===== src/rtl/ann_ctrl_pkg.sv =====
// rtl/ann_ctrl_pkg.sv - shared state encoding and loader command constants for ann_ctrl
package ann_ctrl_pkg;

    localparam int ROW_W = 7;

    typedef enum logic [2:0] {
        WAIT_IMG,
        CLR_ACC,
        REQ_COEF,
        COMPUTE,
        STORE,
        DONE
    } state_t;

    localparam logic [1:0] LN_IDLE  = 2'b00;
    localparam logic [1:0] LN_IMAGE = 2'b01;
    localparam logic [1:0] LN_COEF  = 2'b10;
    localparam logic [1:0] LN_STORE = 2'b11;

endpackage


===== src/rtl/ann_row_counter.sv =====
// rtl/ann_row_counter.sv - coefficient row index with clear/enable and last-row flag
module ann_row_counter
    import ann_ctrl_pkg::*;
(
    input  logic             clk,
    input  logic             rst,
    input  logic             clr_i,
    input  logic             en_i,
    input  logic [ROW_W-1:0] max_input_i,
    output logic [ROW_W-1:0] count_o,
    output logic             is_last_o
);

    logic [ROW_W-1:0] count_q;
    logic [ROW_W-1:0] count_d;

    // Saturates at all-ones: the row index must never wrap back to 0.
    always_comb begin
        count_d = count_q;
        if (clr_i) begin
            count_d = '0;
        end else if (en_i && (count_q != '1)) begin
            count_d = count_q + ROW_W'(1);
        end
    end

    always_ff @(posedge clk) begin
        if (rst) begin
            count_q <= '0;
        end else begin
            count_q <= count_d;
        end
    end

    assign count_o   = count_q;
    assign is_last_o = (count_q == (max_input_i - ROW_W'(1)));

endmodule


===== config.mk =====
export PLATFORM = sky130hd
export DESIGN_NAME = ann_row_counter
export DESIGN_NICKNAME = d
export VERILOG_FILES = /design/src/rtl/ann_ctrl_pkg.sv /design/src/rtl/ann_row_counter.sv
export SDC_FILE = /design/constraint.sdc
export NUM_CORES = 1
export LEC_CHECK = 0
export CORE_UTILIZATION = 39
export CTS_BUF_LIST = sky130_fd_sc_hd__clkbuf_16
export DETAILED_ROUTE_END_ITERATION = 6
export PLACE_DENSITY = 0.73
export SYNTH_ARGS = -nofsm -noshare
export SYNTH_HDL_FRONTEND = slang
export SYNTH_SLANG_ARGS = --single-unit

===== constraint.sdc =====
create_clock -name clk -period 1.46 [get_ports clk]
set_clock_uncertainty 0.05 [all_clocks]
set_input_delay 0.146 -clock clk [delete_from_list [all_inputs] [get_ports clk]]
set_output_delay 0.146 -clock clk [all_outputs]
set_load 0.03 [all_outputs]

==> results of run 1 <==
## worst max-delay path, cell delays in order (launching register included)
cell and delay [ns]:
dfxtp_4 0.36, nand3b_1 0.09, mux2i_1 0.15, o31ai_1 0.12
a2111oi_4 0.35, buf_4 0.21
## worst paths after layout
check                                        startpoint  cells after the start                       to  slack (ns)
worst max-delay path            count_o[3]$_SDFFE_PP0P_                      5                is_last_o       -0.24
worst min-delay path            count_o[6]$_SDFFE_PP0P_                      2  count_o[6]$_SDFFE_PP0P_        0.46
worst max register to register  count_o[1]$_SDFFE_PP0P_                      6  count_o[1]$_SDFFE_PP0P_           0
worst min register to register  count_o[6]$_SDFFE_PP0P_                      2  count_o[6]$_SDFFE_PP0P_        0.46
## layout by cell type, fill, tap and decap left out, drive strengths merged, types with 2 or more instances in the layout
cell type       n
buf            13
dlygate4sd2     8
dfxtp           7
nor2            5
a21oi           5
nand2           5
inv             5
clkdlybuf4s50   4
clkbuf          4
xnor2           4
xor2            3
or3             3
o31ai           3
nand3           3
o21ai           3
mux2i           2
ha              2
clkdlybuf4s15   2
nor3            2
nand2b          2
## per-stage QoR
step	TNS, ns	cell area, um^2	util, %	cells	setup WS, ns
2_1_floorplan	-0.146	597	-	66	-0.146
3_3_place_gp	-0.616	838	63.6	105	-0.565
3_5_place_dp	-0.671	838	63.6	105	-0.585
4_1_cts	-0.295	982	74.5	110	-0.295
5_1_grt	-0.527	995	75.5	112	-0.321
6_report	-0.243	995	75.5	112	-0.243
## final cells by class
type / instances / area (um^2) / area share [%]
Clock buffer: 3 / 75.1 / 7.55
Clock inverter: 1 / 3.75 / 0.377
Inverter: 4 / 15.0 / 1.51
Multi-Input combinational cell: 53 / 474 / 47.7
Sequential cell: 7 / 159 / 16.0
Tap cell: 15 / 18.8 / 1.89
Timing Repair Buffer: 29 / 249 / 25.0
## power by group through the flow
stage	Combinational (mW)	Clock [mW]	Sequential, mW
2_1_floorplan	0.0464	0	0.201
3_3_place_gp	0.109	0	0.196
3_5_place_dp	0.110	0	0.196
4_1_cts	0.122	0.470	0.191
5_1_grt	0.132	0.478	0.191
6_report	0.122	0.462	0.191
## metal layers
metal  share of wire, %  wire length (um)  vias up  global-route usage [%]
met5                  0                 0        -                       0
met4               0.92                14        0                    7.76
met3                4.4                67        2                    5.11
met2                 53               813       24                    41.0
met1                 41               629      288                    24.2
li1                   -                 -      298                       -
## logic make-up (layout without fill, tap and decap cells)
kind of cell / count (synthesis) / count (layout) / share of synthesized area, %
AOI/OAI and AO/OA: 15 / 15 / 20.4
muxes: 2 / 2 / 3.62
DFF: 7 / 7 / 25.3
xor gates and xnor gates: 7 / 7 / 11.1
and+or+nand+nor: 27 / 27 / 29.6
buffers and inverters: 6 / 37 / 5.43
adders and majority gates: 2 / 2 / 4.52
## timing repair
action                     CTS  global route
gates resized for setup     33             3
pin swaps                    6             4
cloned                       0             0
setup buffers                1             2
setup endpoints to repair    9             6
==> summary.txt, run 1 <==
======================================================================================
Result of the run                                                         finished, violations left
Violated checks                                                           negative setup slack
Hold Violations, Final                                                               0
Cells taking the most area after synthesis                                dfxtp_1 (25%), xnor2_1 (6.3%), xor2_1 (4.8%)
Final nets                                                                         111
Filler Cell Count                                                                   98
Maximum number of pins on one net before global-route repair                        10
Slew at the pin closest to its max-slew limit                                 0.366 ns
Via count                                                                          612
DRC violation count after routing                                                    0
Skew-Pair Late Insertion Delay                                                 0.23 ns
Sw power                                                                        167 uW
Max FFs per register                                                                 7
Kind of launch point of the worst setup path                                  register
CTS tree                                                                          done
Leakage power figure                                                          0.405 nW
Quantity of I/O buffers inserted on ports                                           18
Gate power share                                                                 15.8%
Endpoint type of the worst setup path                                       output pin
First-pass GRT wire length                                                     2320 um
Detailed Place HPWL                                                            1070 um
Remaining max-slew budget at the tightest pin                                    75.4%
Crit path required time                                                        1.26 ns
Cell internal power dissipation                                                 608 uW
Count of flip-flops with a built-in enable after synthesis                           0
Number of antenna violations at the first check in global routing                    0
Most common cell in the synthesized netlist                                    dfxtp_1
Count of pins over their slew limit                                                  0
Vertical die dimension                                                         39.7 um
Number of global-route vias before repair                                          565
Primary FF master, synth                                                       dfxtp_1
Routed vias/inst                                                                  5.46
Wire length reported by the detailed router                                    1530 um
Number of cells produced by synthesis                                               66
Synthesis warning total                                                              0
Endpoints failing setup                                                              1
Die Width                                                                      39.7 um
Part of the total power dissipated in sequential elements                        24.7%
Net Count, Synth                                                                    79
Starting utilization of the core area                                            42.0%
Power density cells                                                        779 mW/mm^2
Weighted congestion reported at the end of routability-driven placement          0.747
Worst hold margin                                                             0.457 ns
Maximum ir drop on the vdd rail                                               0.769 mV
Synth area leader                                                              dfxtp_1
Total grt overflow                                                                   0
Number of top-level pins                                                            19
Unrepaired setup endpoints after global routing                                    yes
CORE AREA                                                                 0.00132 mm^2
Synth top cells by count                                                  dfxtp_1 (7), a21oi_1 (5), nand2_1 (5), nor2_1 (5)
PnR worst setup slack                                                        -0.243 ns
Maximum level of the CTS H-tree                                                      1
CP Max Fanout                                                                        5
DRT iter0 DRCs                                                                      13
Syn_area_per_cell                                                            8.38 um^2
Total clock buffers created by CTS                                                   3
Area growth, synth to finish                                                     79.9%
Number of distinct library cells after synthesis                                    31
Drt first pass iters                                                                 4
Highest achievable clock rate                                                  587 MHz
Post-synthesis async set-or-reset flop share                                        0%
Die Footprint                                                             0.00157 mm^2
Routed len/inst                                                                13.6 um
Worst setup path class                                                      reg -> out
Post-synthesis cell area                                                      553 um^2
Antenna diode instance count                                                         0
Share of the clock period used by the worst path                                  117%
Ratio of cells with drive above 1 in the final layout                            42.3%
Worst path arrival time                                                        1.51 ns
Clock-pin slew of the registers on the worst-case setup and hold paths         0.03 ns
Fraction of the yosys area taken by sequential cells                             25.3%
Yosys top cell area share                                                        25.3%
Clock share of power                                                             59.6%
Count of hold buffers inserted by post-cts repair                                    0
Clock tree buffer depth                                                              2
Number of sinks handled by clock tree synthesis                                      7
Type of the worst min-delay path                                            reg -> reg
Switching portion of total power                                                 21.5%
Antenna viol nets, final                                                             0
PnR Total Power                                                                 775 uW
All-layer global routing usage                                                   22.3%
Cell chosen for the clock root                                               clkbuf_16
# Max-Cap Violations                                                                 0
Standard-cell rows                                                                  13
Post-synthesis register bit count                                                    7
Post-layout min period                                                         1.70 ns
======================================================================================
Power figures use the tool's default switching activity.
==> run 2: changes to the inputs <==
--- a/constraint.sdc
+++ b/constraint.sdc
@@ -4,2 +4,2 @@
 set_output_delay 0.146 -clock clk [all_outputs]
-set_load 0.03 [all_outputs]
+set_load 0.01 [all_outputs]
==> summary.txt, run 2 (same netlist as run 1, synthesis figures left out) <==
======================================================================================
Final setup TNS                                                              -0.221 ns
Leakage power figure                                                          0.469 nW
Largest stage delay on the critical path                                       0.36 ns
Antenna viol nets, final                                                             0
Die Footprint                                                             0.00157 mm^2
CP Max Fanout                                                                        2
Worst setup path class                                                      reg -> out
Final standard cell count with taps included and fillers excluded                  121
Gate power share                                                                 15.4%
Sw power                                                                        166 uW
Total clock buffers created by CTS                                                   3
Result of the run                                                         finished, violations left
Min-Delay Path Depth                                                                 3
Switching portion of total power                                                 21.4%
Highest-count cells in the layout ignoring fill and taps                  buf_4 (15), clkdlybuf4s50_1 (8), nor2_1 (5), dfxtp_2 (5)
Remaining max-slew budget at the tightest pin                                    73.6%
Skew-Pair Late Insertion Delay                                                 0.23 ns
All-layer global routing usage                                                   23.1%
Quantity of I/O buffers inserted on ports                                           18
PnR worst setup slack                                                        -0.162 ns
CTS tree                                                                          done
Ratio of cells with drive above 1 in the final layout                            50.0%
Clock-pin slew of the registers on the worst-case setup and hold paths         0.04 ns
Maximum level of the CTS H-tree                                                      1
Highest achievable clock rate                                                  616 MHz
Endpoint type of the worst setup path                                       output pin
Number of top-level pins                                                            19
Unrepaired setup endpoints after global routing                                    yes
# Max-Cap Violations                                                                 0
Type of the worst min-delay path                                            reg -> reg
Hold Violations, Final                                                               0
First-pass GRT wire length                                                     2390 um
PnR Total Power                                                                 779 uW
DRC violation count after routing                                                    0
Cell chosen for the clock root                                               clkbuf_16
Clock tree buffer depth                                                              2
DRT iter0 DRCs                                                                      17
Share of the clock period used by the worst path                                  111%
Number of antenna violations at the first check in global routing                    0
Crit path required time                                                        1.26 ns
Number of global-route vias before repair                                          562
Wire length reported by the detailed router                                    1730 um
Die Width                                                                      39.7 um
Count of pins over their slew limit                                                  0
CP cell instances                                                         xnor2_2 > nand4b_1 > a2111oi_2 > buf_2
Count of hold buffers inserted by post-cts repair                                    0
CORE AREA                                                                 0.00132 mm^2
Worst hold margin                                                             0.561 ns
Cell internal power dissipation                                                 612 uW
Post-layout util                                                                 82.7%
Routed len/inst                                                                14.3 um
Endpoints failing setup                                                              3
Drt first pass iters                                                                 4
Worst path arrival time                                                        1.43 ns
Weighted congestion reported at the end of routability-driven placement          0.685
Routed vias/inst                                                                  5.31
Antenna diode instance count                                                         0
Cell with the largest stage delay on the worst path                          a2111oi_2
Part of the total power dissipated in sequential elements                        25.0%
Final nets                                                                         120
Power density cells                                                        715 mW/mm^2
Detailed Place HPWL                                                            1030 um
Vertical die dimension                                                         39.7 um
Most frequent standard cell in the layout excluding fill and tap cells           buf_4
Via count                                                                          642
Slew at the pin closest to its max-slew limit                                 0.395 ns
Starting utilization of the core area                                            42.0%
Post-layout min period                                                         1.62 ns
Logic depth of the worst register-to-register path                                   6
Placed Cells incl. Taps                                                            109
Maximum ir drop on the vdd rail                                               0.678 mV
Violated checks                                                           negative setup slack
Total grt overflow                                                                   0
Max FFs per register                                                                 7
Clock share of power                                                             59.7%
Filler Cell Count                                                                   85
Maximum number of pins on one net before global-route repair                         9
Kind of launch point of the worst setup path                                  register
Area growth, synth to finish                                                     97.1%
Number of sinks handled by clock tree synthesis                                      7
Standard-cell rows                                                                  13
======================================================================================
[run 2: worst max-delay path, delay by kind of cell (launching register included)]
kind / cells / cell delay, ns
compound gates: 1 / 0.36
xor+xnor: 1 / 0.13
buf+inv: 1 / 0.18
flops: 1 / 0.33
simple gates: 1 / 0.20
[run 2: worst paths after layout]
check / slack [ns] / to / from
worst min register to register: 0.56 / count_o[4]$_SDFFE_PP0P_ / count_o[4]$_SDFFE_PP0P_
worst max-delay path: -0.16 / is_last_o / count_o[5]$_SDFFE_PP0P_
worst min-delay path: 0.56 / count_o[4]$_SDFFE_PP0P_ / count_o[4]$_SDFFE_PP0P_
worst max register to register: -0.05 / count_o[1]$_SDFFE_PP0P_ / count_o[3]$_SDFFE_PP0P_
[run 2: power groups by stage]
stage | Combinational [mW] | Clock [mW] | Sequential [mW]
2_1_floorplan | 0.0424 | 0 | 0.202
3_3_place_gp | 0.103 | 0 | 0.200
3_5_place_dp | 0.105 | 0 | 0.200
4_1_cts | 0.117 | 0.455 | 0.196
5_1_grt | 0.128 | 0.477 | 0.195
6_report | 0.120 | 0.465 | 0.195
[run 2: per-stage QoR]
stage / worst slack, ns / instance area, um^2
2_1_floorplan: 0.00106 / 561
3_3_place_gp: -0.888 / 847
3_5_place_dp: -0.938 / 847
4_1_cts: -0.172 / 1050
5_1_grt: -0.260 / 1090
6_report: -0.162 / 1090
[run 2: metal layers]
metal,share of wire (%),global-route usage [%],vias up,wire [um]
met4,0.87,7.76,0,15
met1,39,27.4,296,679
met2,54,41.0,23,926
li1,-,-,320,-
met5,0,0,-,0
met3,6.1,3.98,3,105
[run 2: final cells by class]
| class | count | area [um^2] | share of cell area [%] |
|---|---|---|---|
| Timing Repair Buffer | 38 | 344 | 31.6 |
| Multi-Input combinational cell | 53 | 479 | 44.0 |
| Clock buffer | 3 | 75.1 | 6.89 |
| Sequential cell | 7 | 154 | 14.1 |
| Inverter | 4 | 15.0 | 1.38 |
| Tap cell | 15 | 18.8 | 1.72 |
| Clock inverter | 1 | 3.75 | 0.344 |
[run 2: timing repair]
| action | CTS | global route |
|---|---|---|
| pin swaps | 10 | 4 |
| setup endpoints to repair | 9 | 7 |
| setup buffers | 8 | 1 |
| gates resized for setup | 40 | 10 |
==> run 3: changes to the inputs <==
- SKIP_LAST_GASP: default -> 1
==> summary.txt, run 3 (same netlist as run 1, synthesis figures left out) <==
======================================================================================
PnR worst setup slack                                                        -0.159 ns
Antenna viol nets, final                                                             0
Via count                                                                          630
Worst hold endpoint                                                       count_o[4]$_SDFFE_PP0P_
Number of top-level pins                                                            19
Clock-pin slew of the registers on the worst-case setup and hold paths         0.04 ns
CTS tree                                                                          done
Routed len/inst                                                                14.2 um
Ratio of cells with drive above 1 in the final layout                            50.0%
Cell internal power dissipation                                                 613 uW
PnR Total Power                                                                 776 uW
Register-to-register setup slack                                              -0.04 ns
Detailed Place HPWL                                                            1030 um
Starting utilization of the core area                                            42.0%
Power density cells                                                        709 mW/mm^2
Post-layout util                                                                 83.0%
Count of hold buffers inserted by post-cts repair                                    0
Type of the worst min-delay path                                            reg -> reg
Highest achievable clock rate                                                  618 MHz
Vertical die dimension                                                         39.7 um
Hold Violations, Final                                                               0
Maximum number of pins on one net before global-route repair                         9
Antenna diode instance count                                                         0
Number of global-route vias before repair                                          563
Logic depth of the worst register-to-register path                                   6
Die Width                                                                      39.7 um
Most frequent standard cell in the layout excluding fill and tap cells           buf_4
Violated checks                                                           negative setup slack
Die Footprint                                                             0.00157 mm^2
Endpoint of the worst-slack reg-to-reg timing path                        count_o[1]$_SDFFE_PP0P_
All-layer global routing usage                                                   23.5%
Share of the clock period used by the worst path                                  111%
Clock tree buffer depth                                                              2
Total grt overflow                                                                   0
Highest-count cells in the layout ignoring fill and taps                  buf_4 (15), clkdlybuf4s50_1 (8), nor2_1 (5), dfxtp_2 (5)
Sw power                                                                        163 uW
Remaining max-slew budget at the tightest pin                                    74.2%
Part of the total power dissipated in sequential elements                        25.1%
Maximum level of the CTS H-tree                                                      1
Switching portion of total power                                                 21.0%
Gate power share                                                                 15.5%
Cell chosen for the clock root                                               clkbuf_16
DRC violation count after routing                                                    0
Worst path arrival time                                                        1.42 ns
CP Max Fanout                                                                        2
Placed Cells incl. Taps                                                            109
Crit path required time                                                        1.26 ns
Worst hold start                                                          count_o[4]$_SDFFE_PP0P_
Routed vias/inst                                                                  5.21
Min-Delay Path Depth                                                                 3
Final nets                                                                         120
Weighted congestion reported at the end of routability-driven placement          0.685
Number of sinks handled by clock tree synthesis                                      7
Worst setup path class                                                      reg -> out
Total clock buffers created by CTS                                                   3
Worst hold margin                                                             0.560 ns
Drt first pass iters                                                                 4
Endpoint type of the worst setup path                                       output pin
Endpoints failing setup                                                              3
Count of pins over their slew limit                                                  0
Clock share of power                                                             59.4%
Max FFs per register                                                                 7
# Max-Cap Violations                                                                 0
Critical register-to-register path startpoint                             count_o[3]$_SDFFE_PP0P_
Kind of launch point of the worst setup path                                  register
CORE AREA                                                                 0.00132 mm^2
Quantity of I/O buffers inserted on ports                                           18
Leakage power figure                                                          0.481 nW
Post-layout min period                                                         1.62 ns
Final standard cell count with taps included and fillers excluded                  121
Area growth, synth to finish                                                     97.7%
Wire length reported by the detailed router                                    1720 um
Number of antenna violations at the first check in global routing                    0
Unrepaired setup endpoints after global routing                                    yes
Final setup TNS                                                              -0.208 ns
Skew-Pair Late Insertion Delay                                                 0.23 ns
Slew at the pin closest to its max-slew limit                                 0.387 ns
Maximum ir drop on the vdd rail                                               0.679 mV
Result of the run                                                         finished, violations left
First-pass GRT wire length                                                     2420 um
DRT iter0 DRCs                                                                      14
Standard-cell rows                                                                  13
======================================================================================
==> run 3: cell count changes in the layout (fill, tap and decap cells not counted), sizes merged <==
cell	previous run	this run
dlymetal6s2s	2	3
dlygate4sd2	4	3
==> run 3: area by class of cell <==
| class | count | area [um^2] |
|---|---|---|
| multi-input combinational | 53 | 479 |
| sequential | 7 | 154 |
| fill | 86 | 224 |
| timing repair buffer | 38 | 348 |
| tap | 15 | 18.8 |
| inverter | 4 | 15.0 |
| clock buffer | 3 | 75.1 |
| clock inverter | 1 | 3.75 |
==> run 3: stage by stage <==
stage	worst slack, ns	cell area, um^2
6_report	-0.159	1090
5_1_grt	-0.260	1090
4_1_cts	-0.172	1060
3_5_place_dp	-0.938	847
3_3_place_gp	-0.888	847
2_1_floorplan	0.00106	561
==> run 3: critical path: stages (launching register included) <==
cell,delay [ns]
dfxtp_2,0.33
xnor2_2,0.13
nand4b_1,0.20
a2111oi_2,0.36
buf_2,0.18
==> run 3: repair_timing <==
item,in CTS,in global routing
setup endpoints to repair,9,8
resized for setup,39,11
pin swaps,10,4
setup buffers,8,1
==> run 3: power by group through the flow <==
| stage | clock [mW] | sequential, mW | combinational, mW |
|---|---|---|---|
| 4_1_cts | 0.455 | 0.196 | 0.118 |
| 6_report | 0.461 | 0.195 | 0.120 |
| 2_1_floorplan | 0 | 0.202 | 0.0424 |
| 3_3_place_gp | 0 | 0.200 | 0.103 |
| 5_1_grt | 0.477 | 0.195 | 0.129 |
| 3_5_place_dp | 0 | 0.200 | 0.105 |
==> run 3: how the worst max path moves through the flow <==
| stage | slack, ns | to | from | cells past startpoint |
|---|---|---|---|---|
| finish | -0.16 | is_last_o | count_o[5]$_SDFFE_PP0P_ | 4 |
| global route | -0.26 | is_last_o | count_o[5]$_SDFFE_PP0P_ | 4 |
| floorplan | 0.001 | count_o[1]$_SDFFE_PP0P_ | count_o[0]$_SDFFE_PP0P_ | 5 |
| CTS | -0.17 | is_last_o | count_o[5]$_SDFFE_PP0P_ | 4 |
| global placement | -0.89 | is_last_o | max_input_i[0] | 8 |
| detailed placement | -0.94 | is_last_o | max_input_i[0] | 8 |
==> run 3: per-layer routing <==
metal / GRT usage, % / share of wire, % / vias up
met4: 7.76 / 0.82 / 0
li1: - / - / 321
met3: 3.98 / 5.0 / 3
met5: 0 / 0 / -
met2: 42.6 / 54 / 21
met1: 27.1 / 40 / 285
